<file path="config.mk">
export PLATFORM = sky130hd
export DESIGN_NAME = fetch_unit_flat
export DESIGN_NICKNAME = d
export VERILOG_FILES = /design/src/rtl/fetch_pkg.sv /design/src/rtl/fetch_unit_if.sv /design/src/rtl/if_id_reg.sv /design/src/rtl/fetch_unit.sv /design/src/flat_wrapper.sv
export SDC_FILE = /design/constraint.sdc
export NUM_CORES = 1
export LEC_CHECK = 0
export CAP_MARGIN = 5
export CORE_MARGIN = 2
export CORE_UTILIZATION = 41
export CTS_BUF_LIST = sky130_fd_sc_hd__clkbuf_8 sky130_fd_sc_hd__clkbuf_16
export CTS_CLUSTER_DIAMETER = 60
export DETAILED_ROUTE_END_ITERATION = 10
export PLACE_DENSITY = 0.84
export SYNTH_ARGS = -nofsm -noshare
export SYNTH_HDL_FRONTEND = slang
export SYNTH_SLANG_ARGS = --single-unit
</file>
<file path="constraint.sdc">
create_clock -name clk -period 1.75 [get_ports clk]
set_input_delay 0.525 -clock clk [delete_from_list [all_inputs] [get_ports clk]]
set_output_delay 0.525 -clock clk [all_outputs]
set_load 0.05 [all_outputs]
</file>
<file path="src/rtl/fetch_pkg.sv">
// Shared types and constants for the instruction-fetch stage.
// Widths, the NOP encoding, the halt opcode field and the fetch state enum.
package fetch_pkg;

  localparam int ADDR_W = 8;
  localparam int DATA_W = 32;

  localparam logic [DATA_W-1:0] NOP_INSTR   = 32'h0000_0000;
  localparam logic [5:0]        HALT_OPCODE = 6'b111111;
  localparam logic [ADDR_W-1:0] RESET_PC    = 8'd0;

  localparam int OPC_HI = 31;
  localparam int OPC_LO = 26;

  typedef enum logic {
    RUN  = 1'b0,
    HALT = 1'b1
  } fetch_state_t;

  function automatic logic is_halt_instr(input logic [DATA_W-1:0] instr,
                                         input logic [5:0] halt_opc);
    return instr[OPC_HI:OPC_LO] == halt_opc;
  endfunction

endpackage

</file>
<file path="src/rtl/fetch_unit_if.sv">
// Fetch-stage bus: instruction-memory port, decode-side controls and IF/ID outputs.
// Controls: stall holds PC and IF/ID; redirect (with redirect_pc) loads a new PC and flushes IF/ID, taking priority over stall.
interface fetch_unit_if;
  import fetch_pkg::*;

  logic [ADDR_W-1:0] imem_addr;
  logic [DATA_W-1:0] imem_instr;
  logic              stall;
  logic              redirect;
  logic [ADDR_W-1:0] redirect_pc;
  logic [DATA_W-1:0] if_id_instr;
  logic [ADDR_W-1:0] if_id_pc;
  logic [ADDR_W-1:0] if_id_pc_next;
  logic              if_id_valid;
  logic              halted;
  fetch_state_t      dbg_state;

  modport master (
    output imem_addr, if_id_instr, if_id_pc, if_id_pc_next, if_id_valid, halted, dbg_state,
    input  imem_instr, stall, redirect, redirect_pc
  );

  modport slave (
    input  imem_addr, if_id_instr, if_id_pc, if_id_pc_next, if_id_valid, halted, dbg_state,
    output imem_instr, stall, redirect, redirect_pc
  );

endinterface

</file>
<file path="src/rtl/if_id_reg.sv">
// IF/ID pipeline register with load, flush and hold.
// Flush clears valid and the instruction but keeps the PC fields as they were.
module if_id_reg
  import fetch_pkg::*;
(
  input  logic              clk,
  input  logic              rst_n,
  input  logic              load,
  input  logic              flush,
  input  logic [DATA_W-1:0] d_instr,
  input  logic [ADDR_W-1:0] d_pc,
  output logic [DATA_W-1:0] q_instr,
  output logic [ADDR_W-1:0] q_pc,
  output logic [ADDR_W-1:0] q_pc_next,
  output logic              q_valid
);

  always_ff @(posedge clk) begin
    if (!rst_n) begin
      q_instr   <= NOP_INSTR;
      q_pc      <= '0;
      q_pc_next <= '0;
      q_valid   <= 1'b0;
    end else if (flush) begin
      q_instr <= NOP_INSTR;
      q_valid <= 1'b0;
    end else if (load) begin
      q_instr   <= d_instr;
      q_pc      <= d_pc;
      q_pc_next <= d_pc + ADDR_W'(1);
      q_valid   <= 1'b1;
    end
  end

endmodule

</file>
<file path="src/rtl/fetch_unit.sv">
// Instruction-fetch stage: PC register, RUN/HALT control and the IF/ID register.
// The memory address is the PC register itself; the memory read is combinational.
module fetch_unit
  import fetch_pkg::*;
#(
  parameter logic [ADDR_W-1:0] RESET_PC_P    = RESET_PC,
  parameter logic [5:0]        HALT_OPCODE_P = HALT_OPCODE
) (
  input logic         clk,
  input logic         rst_n,
  fetch_unit_if.master bus
);

  logic [ADDR_W-1:0] pc;
  fetch_state_t      state;
  logic              halted_q;
  logic              fetch_is_halt;
  logic              ifid_load;
  logic              ifid_flush;

  assign fetch_is_halt = is_halt_instr(bus.imem_instr, HALT_OPCODE_P);

  // Redirect beats everything; HALT keeps flushing so the halt instruction shows for one cycle only.
  always_comb begin
    ifid_load  = 1'b0;
    ifid_flush = 1'b0;
    if (bus.redirect || state == HALT) begin
      ifid_flush = 1'b1;
    end else if (!bus.stall) begin
      ifid_load = 1'b1;
    end
  end

  always_ff @(posedge clk) begin
    if (!rst_n) begin
      pc       <= RESET_PC_P;
      state    <= RUN;
      halted_q <= 1'b0;
    end else if (bus.redirect) begin
      pc       <= bus.redirect_pc;
      state    <= RUN;
      halted_q <= 1'b0;
    end else begin
      case (state)
        RUN: begin
          if (!bus.stall) begin
            if (fetch_is_halt) begin
              state    <= HALT;
              halted_q <= 1'b1;
            end else begin
              pc <= pc + ADDR_W'(1);
            end
          end
        end
        HALT: begin
          halted_q <= 1'b1;
        end
        default: begin
          state    <= RUN;
          halted_q <= 1'b0;
        end
      endcase
    end
  end

  if_id_reg u_if_id (
    .clk       (clk),
    .rst_n     (rst_n),
    .load      (ifid_load),
    .flush     (ifid_flush),
    .d_instr   (bus.imem_instr),
    .d_pc      (pc),
    .q_instr   (bus.if_id_instr),
    .q_pc      (bus.if_id_pc),
    .q_pc_next (bus.if_id_pc_next),
    .q_valid   (bus.if_id_valid)
  );

  assign bus.imem_addr = pc;
  assign bus.halted    = halted_q;
  assign bus.dbg_state = state;

endmodule

</file>
<file path="src/flat_wrapper.sv">
// flat-port wrapper written by rule: the top's interface ports become plain ports
module fetch_unit_flat import fetch_pkg::*;
#(
  parameter logic [ADDR_W-1:0] RESET_PC_P    = RESET_PC,
  parameter logic [5:0]        HALT_OPCODE_P = HALT_OPCODE
)
  (clk, rst_n, bus_imem_addr, bus_if_id_instr, bus_if_id_pc, bus_if_id_pc_next, bus_if_id_valid, bus_halted, bus_dbg_state, bus_imem_instr, bus_stall, bus_redirect, bus_redirect_pc);
  fetch_unit_if bus_i ();
  input logic clk;
  input logic rst_n;
  output wire logic [$bits(bus_i.imem_addr)-1:0] bus_imem_addr;
  output wire logic [$bits(bus_i.if_id_instr)-1:0] bus_if_id_instr;
  output wire logic [$bits(bus_i.if_id_pc)-1:0] bus_if_id_pc;
  output wire logic [$bits(bus_i.if_id_pc_next)-1:0] bus_if_id_pc_next;
  output wire logic [$bits(bus_i.if_id_valid)-1:0] bus_if_id_valid;
  output wire logic [$bits(bus_i.halted)-1:0] bus_halted;
  output wire logic [$bits(bus_i.dbg_state)-1:0] bus_dbg_state;
  input wire logic [$bits(bus_i.imem_instr)-1:0] bus_imem_instr;
  input wire logic [$bits(bus_i.stall)-1:0] bus_stall;
  input wire logic [$bits(bus_i.redirect)-1:0] bus_redirect;
  input wire logic [$bits(bus_i.redirect_pc)-1:0] bus_redirect_pc;
  assign bus_imem_addr = bus_i.imem_addr;
  assign bus_if_id_instr = bus_i.if_id_instr;
  assign bus_if_id_pc = bus_i.if_id_pc;
  assign bus_if_id_pc_next = bus_i.if_id_pc_next;
  assign bus_if_id_valid = bus_i.if_id_valid;
  assign bus_halted = bus_i.halted;
  assign bus_dbg_state = bus_i.dbg_state;
  assign bus_i.imem_instr = bus_imem_instr;
  assign bus_i.stall = bus_stall;
  assign bus_i.redirect = bus_redirect;
  assign bus_i.redirect_pc = bus_redirect_pc;
  fetch_unit #(.RESET_PC_P(RESET_PC_P), .HALT_OPCODE_P(HALT_OPCODE_P)) u_core (.clk(clk), .rst_n(rst_n), .bus(bus_i));
endmodule
</file>
Word-level counts from Yosys, hierarchy flattened
Cells that the tools add are included.
- logic and storage cells: 36
- output and inout bits: 59
- input port bits: 44
- register bits: 59
- $add $sub $neg: 1
- reduce and logical (&&, ||, !) cells: 6
- equal/unequal tests: 6
- bitwise gates (word level): 3
- multiplexer cells: 13
- operators by type and width (kind ; count):
    2-to-1 mux 8 bit ; 4
    adder 8 x 1 -> 8 bit, second input constant ; 1
    2-to-1 mux 1 bit ; 8
    equality test 6 bit, second input constant ; 1
    != test 2 bit, second input constant ; 3
    != test 2 x 1 -> 1 bit, second input constant ; 2
    AND reduction 2 bit ; 2
    OR reduction 2 bit ; 2
    inverter 1 bit ; 3
    AND reduction 3 bit ; 1
    case mux 1 bit (2 select lines) ; 1
    logical OR 1 bit ; 1

Logic depth before layout (Yosys ltp)
Gate-level depths: netlist of run 1.
- depth in word-level cells: 5
- mapped depth: 6
- mapped depth without buffers: 5

Modules after synthesis
A second synthesis of run 1 with hierarchy kept.
- cells, all modules: 251
- area total of the unflattened synthesis: 2374.8 um^2
- by module, submodules not included (module ; sequential area each (um^2) ; times used ; area an instance (um^2) ; cells each):
    if_id_reg ; 980.9 ; 1 ; 1844.3 ; 188
    fetch_unit ; 200.2 ; 1 ; 530.5 ; 63

Worst setup path before layout of run 1
OpenSTA, ideal clock, no wires.
- kind: reg-to-reg
- start: register u_core.pc[0] (netlist: u_core.bus.imem_addr[0])
- end: register u_core.pc[4] (netlist: u_core.bus.imem_addr[4])
- path slack: 0.004 ns
- data arrival time: 1.624 ns
- buffers on the path: 0
- stages on the path, launching flop included: 6
- setup time: 0.121 ns
- period minus slack after synthesis: 1.746 ns
- data required time: 1.629 ns
- path through: dfxtp_1 ha_1 nand3_1 a211oi_1 xnor2_1 a21oi_1
- longest elaborated chain between the ends: 5
- ends and longest elaborated chain (element ; line ; text):
    from (decl) ; fetch_unit.sv:14 ; logic [ADDR_W-1:0] pc;
    from (signal assigned) ; fetch_unit.sv:40 ; pc <= bus.redirect_pc;
    from (signal assigned) ; fetch_unit.sv:51 ; pc <= pc + ADDR_W'(1);
    adder 8 x 1 -> 8 bit ; fetch_unit.sv:51 ;
    2-to-1 mux 8 bit ; fetch_unit.sv:47 ; if (fetch_is_halt) begin
    2-to-1 mux 8 bit ; fetch_unit.sv:46 ; if (!bus.stall) begin
    2-to-1 mux 8 bit ; fetch_unit.sv:44 ; case (state)
    2-to-1 mux 8 bit ; fetch_unit.sv:39 ; end else if (bus.redirect) begin
Every way passes these cells. The select of a mux whose other input is x is not followed.
A chain may end at the register's enable or synchronous reset.

Final worst setup path of run 1
- start: input bus_imem_instr[27]
- end: register u_core.pc[1] (netlist: u_core.bus.imem_addr[1])
- longest elaborated chain between the ends: 3
- ends and longest elaborated chain (element ; line ; text):
    from (decl) ; flat_wrapper.sv:18 ; input wire logic [$bits(bus_i.imem_instr)-1:0] bus_imem_instr;
    equality test 6 bit ; fetch_pkg.sv:22 ; return instr[OPC_HI:OPC_LO] == halt_opc;
    != test 2 bit (no source line) ; n/a ;
    AND reduction 3 bit (no source line) ; n/a ;
Every way passes these cells.

==> flow_summary.ini, run 1 <==
[place]
place_area_sq_mm = 0.00385
place.port_buffers = 102
dpl.cell_count = 458
dp_hpwl_um = 4920
gp_congestion = 0.886

[synth]
ys_seq_elements = 59
synth-edff-count = 0
synth_cell_types = 35
synth_top_cell_area_share_pct = 50.9
synth_top_cell_by_area = dfxtp_1
ys_async_sr_fraction_pct = 0
syn-num-nets = 321
syn_area_sq_mm = 0.00232
synth.avg_cell_area_sq_um = 8.40
synth.area.top_cells = dfxtp_1 51%, nand2_1 15%, a21oi_1 8.6%, a21boi_0 2.9%, o21ai_0 2.4%
ys_seq_area_share_pct = 50.9
syn_inst = 276
ys_warn_count = 0
yosys_most_used_dff = dfxtp_1

[clock_tree]
htreeDepth = 3
cts_resized = 0
cts-root-buf = clkbuf_8
cts_inserted_buffers = 9
clk_latency_ps = 330
cts_num_sinks = 59
clockBufferDepth = 2
cts_tree = done
clk_pin_slew_worst_paths_ps = 60
cts_setup_buffers = 0
hold_buffers = 0

[final_layout]
area_growth_pct = 72.7
final-instance-count-excl-fill = 474
final_nets = 442
final_cell_area_sq_mm = 0.00401
num_antenna_cells = 0
drive_gt1_share_pct = 24.6
fin_util_pct = 73.2

[min_path]
hp-class = reg2reg
holdPathStages = 2
min_from = u_core.u_if_id.q_instr[12]
hold_end = u_core.u_if_id.q_instr[12]

[critical_path]
cp_cell_sequence = clkdlybuf4s50_1 -> nand4_1 -> o21ai_0 -> buf_4 -> mux2i_1 -> a21oi_1
crit_fanout = 3
r2r_cells = 5
cp_slowest_stage_delay_ps = 500
cp.arrival_ps = 1880
crit_type = in2reg
worstPathRequired_ps = 1960
worstSetupEndpointType = register
regToRegStartpoint = u_core.bus.imem_addr[1]
r2r-end = u_core.bus.imem_addr[4]
reg2reg_slack_ps = 190
cp-start-kind = input pin
critical_path.slowest_cell = clkdlybuf4s50_1

[floorplan]
fp.dieW_um = 79.2
die_h_um = 79.2
num_rows = 27
initial_utilization_pct = 42.4
io_pins = 103
coreArea_sq_mm = 0.00547
die_area_sq_mm = 0.00627

[power]
peakVddDrop_v = 0.000545
total_power_w = 0.00310
p_leak_nw = 1.63
powerDensity_mw_per_mm2 = 773

[detailed_routing]
ant_nets = 0
first_iter_violations = 132
postRouteWirelength_um = 6430
via_count = 2340
routedWlPerCell_um = 13.6
drt_first_pass_iters = 4
drc_errors = 0
vias_per_cell = 4.94

[global_routing]
overflow = 0
grt_max_degree = 26
track_usage_pct = 21.5
grt_pass1_vias = 2337
antenna_found_initial = 0
grt_pass1_wl_um = 10400

[timing]
period_needed_ps = 1670
skew_ps = 4.88
slew_viol_final = 0
rsz0062_at_grt = no
fmax_mhz = 600
final-hold-violation-count = 0
setup_tns_ps = 0
tightest_slew_ps = 353
timing.final.crit_share_pct = 95.2
slew-limit-headroom_pct = 76.5
finalSetupViolCount = 0

[job]
maxCapViolCount = 0

[outcome]
outcome = finished, final reports clean
-- how the worst max path moves through the flow --
stage | start | end | slack, ps
2_1_floorplan | u_core.bus.imem_addr[0] | u_core.bus.imem_addr[4] | 4
3_3_place_gp | bus_redirect | u_core.u_if_id.q_pc_next[0] | -180
3_5_place_dp | bus_imem_instr[27] | u_core.bus.imem_addr[1] | -240
4_1_cts | bus_imem_instr[27] | u_core.bus.imem_addr[1] | 120
5_1_grt | bus_redirect | u_core.u_if_id.q_pc[4] | 40
6_report | bus_imem_instr[27] | u_core.bus.imem_addr[1] | 80
-- flip-flops by register name (all words and copies together), names as in the netlist --
name,count
u_core.bus.dbg_state,1
u_core.u_if_id.q_instr,32
u_core.bus.halted,1
u_core.u_if_id.q_pc,8
u_core.u_if_id.q_pc_next,8
u_core.bus.imem_addr,8
u_core.u_if_id.q_valid,1
-- critical path: cells and delay by family --
kind	cells	cell delay, ps
compound gates	2	340
mux	1	170
simple gates	1	170
buf+inv	2	670
-- per-layer routing --
layer | GRT usage [%] | wire length, um
met4 | 11.9 | 175
met3 | 6.93 | 464
met2 | 36.0 | 3340
met1 | 24.0 | 2460
met5 | 0 | 0
-- cell usage in the layout, fill, tap and decap left out, drive strengths merged, types with 5 or more instances in the layout --
| cell | netlist | routed |
|---|---|---|
| a21boi | 9 | 9 |
| clkbuf | 8 | 9 |
| a21oi | 41 | 41 |
| xor2 | 5 | 5 |
| dfxtp | 59 | 59 |
| xnor2 | 5 | 5 |
| clkdlybuf4s50 | 0 | 43 |
| buf | 9 | 84 |
| nor2 | 5 | 5 |
| nand2 | 91 | 91 |
| o21ai | 12 | 12 |
-- power by group --
group | internal [W] | switching [W] | total (W)
clock network | 0.000484 | 0.000492 | 0.000976
logic | 0.000334 | 0.000340 | 0.000674
registers | 0.00139 | 0.0000529 | 0.00145
-- cells by family after synthesis --
| family | count (synthesis) | synth area share (%) |
|---|---|---|
| and+or+nand+nor | 112 | 20.2 |
| DFF | 59 | 50.9 |
| adders and majority gates | 1 | 0.540 |
| muxes | 3 | 1.35 |
| AOI/OAI and AO/OA | 73 | 19.0 |
| xor gates and xnor gates | 10 | 3.78 |
| buffers and inverters | 18 | 4.21 |
-- area by class of cell --
type,count,area (sq um)
Clock buffer,9,124
Fill cell,405,1470
Multi-Input combinational cell,199,1040
Clock inverter,7,30.0
Inverter,1,3.75
Tap cell,72,90.1
Timing Repair Buffer,127,1540
Sequential cell,59,1180
-- Yosys cell counts, types with 3 or more instances --
| master | number |
|---|---|
| a21boi_0 | 9 |
| o21ai_0 | 11 |
| nor2_1 | 5 |
| nand2_1 | 91 |
| xnor2_1 | 5 |
| buf_6 | 3 |
| a21oi_1 | 40 |
| dfxtp_1 | 59 |
| o211a_1 | 4 |
| buf_2 | 6 |
| nand3_1 | 4 |
| xor2_1 | 5 |
| clkbuf_1 | 8 |
-- through the flow --
| step | hold WS [ps] | setup slack (ps) |
|---|---|---|
| 3_5_place_dp | 449 | -240 |
| 6_report | 453 | 83.7 |
| 5_1_grt | 486 | 41.6 |
| 3_3_place_gp | 442 | -184 |
| 2_1_floorplan | 661 | 4.32 |
| 4_1_cts | 458 | 118 |
(Power assumes the default switching activity.)
==> run 2, diff against run 1 <==
- CORE_UTILIZATION: 41 -> 42
- PLACE_DENSITY: 0.84 -> 0.85
- SYNTH_HIERARCHICAL: unset -> 1
==> flow_summary.ini, run 2 <==
[clock_tree]
htreeDepth = 3
cts_inserted_buffers = 9
cts_tree = done
clk_pin_slew_worst_paths_ps = 60
cts_num_sinks = 59
hold_buffers = 0
cts-root-buf = clkbuf_8
clk_latency_ps = 330
clockBufferDepth = 2

[floorplan]
initial_utilization_pct = 43.4
num_rows = 27
io_pins = 103
die_area_sq_mm = 0.00627
die_h_um = 79.2
fp.dieW_um = 79.2
coreArea_sq_mm = 0.00547

[detailed_routing]
vias_per_cell = 5.18
met1_length_um = 2610
first_iter_violations = 123
ant_nets = 0
dr_wl_met2_um = 3650
highest_layer = met4
dr_wl_met3_um = 429
drc_errors = 0
routedWlPerCell_um = 15.3
postRouteWirelength_um = 6810
drt_first_pass_iters = 5
via_count = 2298

[timing]
final-hold-violation-count = 0
finalSetupViolCount = 0
fmax_mhz = 598
skew_ps = 3.67
slew_viol_final = 0
tightest_slew_ps = 463
period_needed_ps = 1670
slew-limit-headroom_pct = 69.1
timing.final.crit_share_pct = 95.5
setup_tns_ps = 0
rsz0062_at_grt = no
finalWorstSetupSlack_ps = 78.4

[final_layout]
final-instance-count-excl-fill = 444
regMostFlops = u_core/u_if_id/q_instr
fin_util_pct = 76.2
num_antenna_cells = 0
multiInputGateArea_sq_mm = 0.00113
largest_reg_flops = 32
mostFrequentLayoutCell = dfxtp_1
final_cell_area_sq_mm = 0.00417
regArea_sq_mm = 0.00118
final_nets = 414
nFillCells = 392
area_growth_pct = 75.6
drive_gt1_share_pct = 26.6
most-common-layout-cells = 57 x dfxtp_1, 46 x buf_12, 41 x clkdlybuf4s50_1, 36 x nor2_1, 33 x mux2i_1

[synth]
synth_common_cells = 59 x dfxtp_1, 36 x nor2_1, 33 x mux2i_1, 22 x nand2_1, 17 x o21ai_0
synth_cell_types = 38
ys_seq_elements = 59
syn_area_sq_mm = 0.00237
ys_warn_count = 6
ys_seq_area_share_pct = 49.7
syn-num-nets = 297
yosysMostFrequentCell = dfxtp_1
ys_async_sr_fraction_pct = 0
synth-edff-count = 0
yosys_most_used_dff = dfxtp_1
synth_top_cell_by_area = dfxtp_1
synth_top_cell_area_share_pct = 49.7
synth.avg_cell_area_sq_um = 9.46
syn_inst = 251
synth.area.top_cells = dfxtp_1 50%, mux2i_1 14%, nor2_1 5.7%, o21ai_0 3.6%, nand2_1 3.5%

[global_routing]
track_usage_pct = 23.2
grt_pass1_wl_um = 11200
antenna_found_initial = 0
overflow = 0
grt_max_degree = 34
grt_pass1_vias = 2408

[place]
gp_congestion = 0.836
dp_hpwl_um = 5070
dpl.cell_count = 428
place_area_sq_mm = 0.00397
dp_slack_ps = -372
place.port_buffers = 102

[critical_path]
cp.arrival_ps = 1940
worstPathRequired_ps = 2020
cp-start-kind = input pin
crit_family = simple AND/OR/NAND/NOR gates
cp_slowest_stage_delay_ps = 470
cp_cell_sequence = clkdlybuf4s50_1 -> nand4_1 -> buf_4 -> o21ai_2 -> or4_1 -> nand3_1
worstSetupEndpointType = register
crit_type = in2reg
crit_fanout = 5
critical_path.slowest_cell = or4_1
path_buf_inv = 2

[job]
maxCapViolCount = 0

[power]
powerDensity_mw_per_mm2 = 771
switching_share_pct = 27.4
cell_internal_pwr_w = 0.00233
switchingPower_w = 0.000881
p_leak_nw = 1.67
power_frac_comb_pct = 20.5
pwr-share-clk_pct = 34.5
seqPwrFrac_pct = 45.0
peakVddDrop_v = 0.000574

[min_path]
hp-class = reg2reg

[outcome]
outcome = finished, final reports clean
-- run 2: cell types whose count changed in the layout (fill, tap and decap cells not counted), sizes merged, moves of 5 or more --
| cell | change |
|---|---|
| mux2i | +31 |
| a31oi | +5 |
| o21ai | +8 |
| buf | -8 |
| nor2 | +31 |
| a21oi | -33 |
| nand2 | -68 |
-- run 2: final cells by class --
cell class / count / share of cell area (%)
sequential: 59 / 28.4
clock inverter: 3 / 0.330
inverter: 2 / 0.180
multi-input combinational: 177 / 27.0
timing repair buffer: 119 / 37.9
clock buffer: 12 / 3.96
tap: 72 / 2.16
-- run 2: worst register-to-register path: stages, from the launching register on --
cell	delay, ps
dfxtp_1	400
and4bb_2	370
nand2_2	70
or4_1	520
nand3_1	90
-- run 2: power by group through the flow --
stage	registers [W]	logic [W]	clock network, W
floorplan	0.00162	0.000154	0
global placement	0.00147	0.000643	0
detailed placement	0.00147	0.000658	0
CTS	0.00145	0.000661	0.00114
finish	0.00145	0.000658	0.00111
global route	0.00145	0.000694	0.00120
-- run 2: metal layers --
metal | vias to the layer above | global-route usage [%]
met3 | 11 | 6.14
met1 | 1088 | 25.3
met2 | 91 | 41.6
met5 | - | 0
met4 | 0 | 10.9
li1 | 1108 | -
-- run 2: through the flow --
step / power [W] / hold slack, ps
2_1_floorplan: 0.00177 / 613
3_3_place_gp: 0.00212 / 476
3_5_place_dp: 0.00213 / 488
4_1_cts: 0.00324 / 500
5_1_grt: 0.00335 / 523
6_report: 0.00321 / 496
-- run 2: kinds of logic after synthesis --
kind of cell,share of synthesized area [%]
fa+ha+maj,1.05
mux,13.9
buf+inv,3.16
xor+xnor,2.58
simple gates,16.5
flops,49.7
compound gates,13.0
-- run 2: final timing paths --
check	from	to	slack [ps]	cells past startpoint
hold / removal	u_core/u_if_id/q_pc[3]	u_core/u_if_id/q_pc[3]	500	2
setup reg to reg	u_core/bus.dbg_state	u_core/bus.imem_addr[7]	240	4
setup / recovery	bus_imem_instr[29]	u_core/bus.imem_addr[7]	80	6
hold reg to reg	u_core/u_if_id/q_pc[3]	u_core/u_if_id/q_pc[3]	500	2
-- run 2: timing repair --
action | CTS | global route
setup endpoints to repair | 1 | 23
gates resized for setup | 0 | 4
setup buffers | 0 | 1
pin swaps | 1 | 2
